## src/rtl/dispatch3b3.sv

```systemverilog
// ---------------------------------------------------------------------------
// dispatch3b3 -- three-channel round-robin dispatcher with grant-hold timeout
//
// A request in IDLE grants the first enabled channel, searching from the
// round-robin pointer. The grant is held until the selected channel reports
// completion or the hold counter expires. Every grant is followed by a single
// RELEASE cycle before the next arbitration. All state advances only on
// clock-enabled edges.
//
// Parameters
//   TIMEOUT   grant-hold limit in enabled cycles (1..255)
//   INIT_PTR  round-robin pointer value after reset (0..2)
//
// Ports
//   C       in   clock, rising edge
//   R_B     in   synchronous reset, active-low
//   CE      in   clock enable, active-high
//   REQ     in   dispatch request, sampled in IDLE only
//   EN_B    in   [2:0] per-channel enable, active-low (1 masks the channel)
//   DONE_B  in   [2:0] per-channel completion, active-low
//   O_B     out  [2:0] per-channel grant, active-low, one-cold at most
//   SEL     out  [1:0] index of the granted channel, valid while BUSY=1
//   BUSY    out  high in GRANT and RELEASE
//   TOUT    out  one-cycle pulse when a grant ends by timeout
// ---------------------------------------------------------------------------
module dispatch3b3 #(
    parameter logic [7:0] TIMEOUT  = 8'd15,
    parameter logic [1:0] INIT_PTR = 2'd0
) (
    input  logic       C,
    input  logic       R_B,
    input  logic       CE,
    input  logic       REQ,
    input  logic [2:0] EN_B,
    input  logic [2:0] DONE_B,
    output logic [2:0] O_B,
    output logic [1:0] SEL,
    output logic       BUSY,
    output logic       TOUT
);

    typedef enum logic [1:0] {
        ST_IDLE,
        ST_GRANT,
        ST_RELEASE
    } state_t;

    state_t     state_q, state_d;
    logic [7:0] cnt_q,   cnt_d;
    logic [1:0] ptr_q,   ptr_d;
    logic [1:0] sel_q,   sel_d;
    logic [2:0] o_b_q,   o_b_d;
    logic       tout_q,  tout_d;

    // The unreachable index 3 is folded onto channel 0.
    function automatic logic [1:0] norm3(input logic [1:0] v);
        return (v == 2'd3) ? 2'd0 : v;
    endfunction

    // Modulo-3 successor of a normalised index.
    function automatic logic [1:0] inc3(input logic [1:0] v);
        case (norm3(v))
            2'd0:    return 2'd1;
            2'd1:    return 2'd2;
            default: return 2'd0;
        endcase
    endfunction

    logic [1:0] sel_n;
    logic [1:0] cand0, cand1, cand2;
    logic [1:0] pick;
    logic       found;

    assign sel_n = norm3(sel_q);
    assign cand0 = norm3(ptr_q);
    assign cand1 = inc3(cand0);
    assign cand2 = inc3(cand1);

    // Round-robin search: first enabled channel at PTR, PTR+1, PTR+2.
    always_comb begin
        found = 1'b1;
        pick  = cand0;
        if (!EN_B[cand0]) begin
            pick = cand0;
        end else if (!EN_B[cand1]) begin
            pick = cand1;
        end else if (!EN_B[cand2]) begin
            pick = cand2;
        end else begin
            found = 1'b0;
        end
    end

    always_comb begin
        // NOTE: every variable gets a default first so no path infers a latch.
        state_d = state_q;
        cnt_d   = cnt_q;
        ptr_d   = ptr_q;
        sel_d   = sel_q;
        o_b_d   = o_b_q;
        tout_d  = 1'b0;    // pulse: cleared on every edge unless re-asserted

        if (CE) begin
            unique case (state_q)
                ST_IDLE: begin
                    if (REQ && found) begin
                        sel_d   = pick;
                        o_b_d   = ~(3'b001 << pick);
                        cnt_d   = 8'd0;
                        state_d = ST_GRANT;
                    end
                end
                ST_GRANT: begin
                    // Completion is checked first so it wins over a
                    // simultaneous timeout.
                    if (!DONE_B[sel_n]) begin
                        o_b_d   = 3'b111;
                        ptr_d   = inc3(sel_n);
                        state_d = ST_RELEASE;
                    end else if (cnt_q == TIMEOUT - 8'd1) begin
                        o_b_d   = 3'b111;
                        ptr_d   = inc3(sel_n);
                        tout_d  = 1'b1;
                        state_d = ST_RELEASE;
                    end else begin
                        cnt_d = cnt_q + 8'd1;
                    end
                end
                ST_RELEASE: begin
                    state_d = ST_IDLE;
                end
                default: begin
                    o_b_d   = 3'b111;
                    state_d = ST_IDLE;
                end
            endcase
        end
    end

    // NOTE: sequential state uses non-blocking assignments so every register
    // samples the pre-edge values regardless of statement order.
    always_ff @(posedge C) begin
        if (!R_B) begin
            state_q <= ST_IDLE;
            cnt_q   <= 8'd0;
            ptr_q   <= INIT_PTR;
            sel_q   <= 2'd0;
            o_b_q   <= 3'b111;
            tout_q  <= 1'b0;
        end else begin
            state_q <= state_d;
            cnt_q   <= cnt_d;
            ptr_q   <= ptr_d;
            sel_q   <= sel_d;
            o_b_q   <= o_b_d;
            tout_q  <= tout_d;
        end
    end

    assign O_B  = o_b_q;
    assign SEL  = sel_q;
    assign BUSY = (state_q != ST_IDLE);
    assign TOUT = tout_q;

endmodule

```

## config.mk

```make
export PLATFORM = sky130hd
export DESIGN_NAME = dispatch3b3
export DESIGN_NICKNAME = d
export VERILOG_FILES = /design/src/rtl/dispatch3b3.sv
export SDC_FILE = /design/constraint.sdc
export NUM_CORES = 1
export LEC_CHECK = 0
export CAP_MARGIN = 30
export CORE_ASPECT_RATIO = 1.25
export CORE_MARGIN = 1
export CORE_UTILIZATION = 60
export CTS_BUF_LIST = sky130_fd_sc_hd__clkbuf_4
export DETAILED_ROUTE_END_ITERATION = 7
export PLACE_DENSITY = 0.86
export SYNTH_ARGS = -nofsm -noshare
export SYNTH_HDL_FRONTEND = slang
export SYNTH_SLANG_ARGS = --single-unit
```

## constraint.sdc

```tcl
create_clock -name C -period 5.2 [get_ports C]
set_clock_uncertainty 0.1 [all_clocks]
set_input_delay 0.52 -clock C [delete_from_list [all_inputs] [get_ports C]]
set_output_delay 0.52 -clock C [all_outputs]
set_load 0.03 [all_outputs]
```

==> flow_summary_export.csv <==
group,metric,value,unit
grt,use_met3,3.10,%
setup_path,worstSetupStartpoint,"ptr_q[1]$_SDFFE_PN0P_",
status,status,"finished, final reports clean",
clocking,clockRootBuffer,"clkbuf_4",
yosys,yosysSeqAreaShare,29.7,%
layout,n_antenna_cell,0,
yosys,synthTopCellsByArea,"dfxtp_1 (30%), ha_1 (9.3%), mux2i_1 (4.9%)",
yosys,netlist_area,1210,um^2
timing,max_freq,0.424,GHz
place,port_buffers,16,
run,drv_cap,0,
setup_path,worstPathCellList,"inv_1 > ha_1 > mux2i_1 > mux2i_4 > o211ai_2 > nand4_4 > or3_1 > a21oi_1",
grt,grt_pass1_wl,4210,um
grt,grt_usage,24.6,%
timing,final.period_utilization,45.4,%
timing,rsz0062_at_grt,"no",
drt,vias_per_cell,6.00,
setup_path,cp-start-kind,"flop",
clocking,cts_sinks,18,
drt,vias,1032,
drt,drt-wirelength-per-cell,14.0,um
clocking,postCtsSetupBuffers,0,
grt,grt-ovfl-total,0,
yosys,async_flop_share,0,%
setup_path,slowest_delay,420,ps
clocking,cts_buffers,3,
timing,slew_headroom,68.7,%
floorplan,rows,17,
yosys,synth_top_area_cell,"dfxtp_1",
yosys,synth-edff-count,0,
yosys,syn-num-nets,156,
grt,grt_busiest_layer,"met2",
power_and_ir_drop,cellLeakagePower,0.489,nW
timing,setup_violations,0,
floorplan,core,1830,um^2
setup_path,arrival,2470,ps
layout,fillers,147,
clocking,clk_pin_slew_worst_paths,100,ps
power_and_ir_drop,vdd.ir_drop.worst,0.000175,V
drt,drt_iter0_drc,41,
drt,wirelength,2400,um
clocking,hold_buffers,0,
floorplan,dieArea,2210,um^2
setup_path,path_max_fanout,17,
drt,drtPass1Iterations,5,
clocking,htreeDepth,1,
yosys,ys.flop_type,"dfxtp_1",
timing,hold_slack,410,ps
clocking,post_cts_resized,0,
timing,fin_tns_setup,0,ps
setup_path,cp-end-kind,"flop",
place,gp_congestion,0.909,
yosys,yosysTopAreaCellShare,29.7,%
grt,grt_max_degree,18,
power_and_ir_drop,p_per_area,195,nW/um^2
layout,fin_util,76.3,%
yosys,synth-seq-cells,18,
worst_hold_path,hold_path.class,"flop to flop",
yosys,synth_area_per_cell,8.86,um^2
floorplan,initial_core_util,66.3,%
timing,period_needed,2360,ps
floorplan,die_h,52.3,um
drt,antenna_left,0,
layout,stdcell_area,1400,um^2
grt,grt_use_met2,45.4,%
clocking,cts_max_path_buffers,2,
clocking,clock_latency,280,ps
yosys,synth_warnings,0,
floorplan,die_w,42.2,um
timing,finalMaxSlewViolations,0,
power_and_ir_drop,total_power,0.273,mW
timing,worstMarginPinSlew,468,ps
layout,area_growth_syn_to_layout,15.1,%
drt,drcViolationCount,0,
setup_path,r2r_start,"ptr_q[1]$_SDFFE_PN0P_",
clocking,cts_tree,"done",
timing,hold_viol,0,
layout,layout-drive-gt1-share,11.1,%
setup_path,slowest_stage,"or3_1",
worst_hold_path,worstHoldStart,"cnt_q[2]$_SDFFE_PN0P_",
yosys,syn-instance-count,137,
setup_path,worstPathRequired,5310,ps
grt,met1_usage,29.2,%
setup_path,critPathKind,"flop to flop",
floorplan,io_pins,17,
grt,antenna_found_initial,0,
place,place_area,1370,um^2
place,place_hpwl,1930,um
yosys,synth_cell_types,42,
layout,layout.nets,173,
grt,first_global_vias,1027,
cells in the final DEF, fill, tap and decap left out, types with 2 or more instances in the layout:
cell type and instances:
o21ai_1 4, nand2_1 6, nand3b_1 2, nor2_1 5
nor2b_1 6, or3_1 6, dfxtp_1 18, nand4_1 5
nor3_1 3, nand3_1 4, mux2i_1 6, inv_1 10
nand2b_1 5, and3_1 2, ha_1 9, a21oi_1 9
clkdlybuf4s50_1 16, o21ai_0 12, clkbuf_4 3
synth_stat cells, drive strengths merged, types with 5 or more instances:
cell type  number
nor2            5
nand4           6
a21oi          10
inv            10
nand2           6
dfxtp          18
nor2b           7
or3             7
mux2i           7
o21ai          16
ha              9
nand2b          5
kinds of logic after synthesis:
logic type | Yosys count | synth area share (%)
DFF | 18 | 29.7
muxes | 8 | 7.73
AOI/OAI and AO/OA | 35 | 20.6
buffers and inverters | 14 | 5.36
and+or+nand+nor | 53 | 27.3
adders and majority gates | 9 | 9.28
layer usage:
layer	routed length, um	up-vias
met5	0	-
met4	17	0
met3	125	2
met2	1230	28
met1	1030	476
li1	-	526
sequential cells by signal, indices dropped and copies added, names as in the netlist:
name,cells
TOUT,1
O_B,3
SEL,2
ptr_q,2
cnt_q,8
state_q,2
per-stage QoR:
stage,cells,setup WS (ps)
after detailed placement,168,2590
final,172,2840
after global placement,168,2650
after global routing,172,2630
after floorplan,137,2960
after CTS,172,2830
path summary, 6_finish.rpt:
path                                 to  slack [ps]  cells after the start
hold / removal    cnt_q[2]$_SDFFE_PN0P_         410                      2
setup / recovery  cnt_q[3]$_SDFFE_PN0P_        2840                      8
setup reg to reg  cnt_q[3]$_SDFFE_PN0P_        2840                      8
hold reg to reg   cnt_q[2]$_SDFFE_PN0P_         410                      2
critical path, delay by kind of cell (launching register included):
kind | cells | cell delay (ps)
AND/OR/NAND/NOR | 2 | 660
AO/OA/AOI/OAI | 2 | 270
multiplexers | 2 | 460
adder cells (fa/ha/maj) | 1 | 350
flip-flops | 1 | 350
buffers and inverters | 1 | 80
report_power, final:
part           internal, mW  leakage, nW  switching, mW
logic                0.0264        0.328         0.0343
clock network        0.0278       0.0154         0.0402
registers             0.141        0.146        0.00291
cell type report:
type                       count  area (um^2)  area share (%)
multi-input combinational    105          788            56.5
sequential                    18          360            25.8
timing repair buffer          16          160            11.5
inverter                      10         37.5            2.69
tap                           19         23.8            1.70
clock buffer                   3         22.5            1.61
clock inverter                 1         3.75           0.269
(Power assumes the default switching activity.)
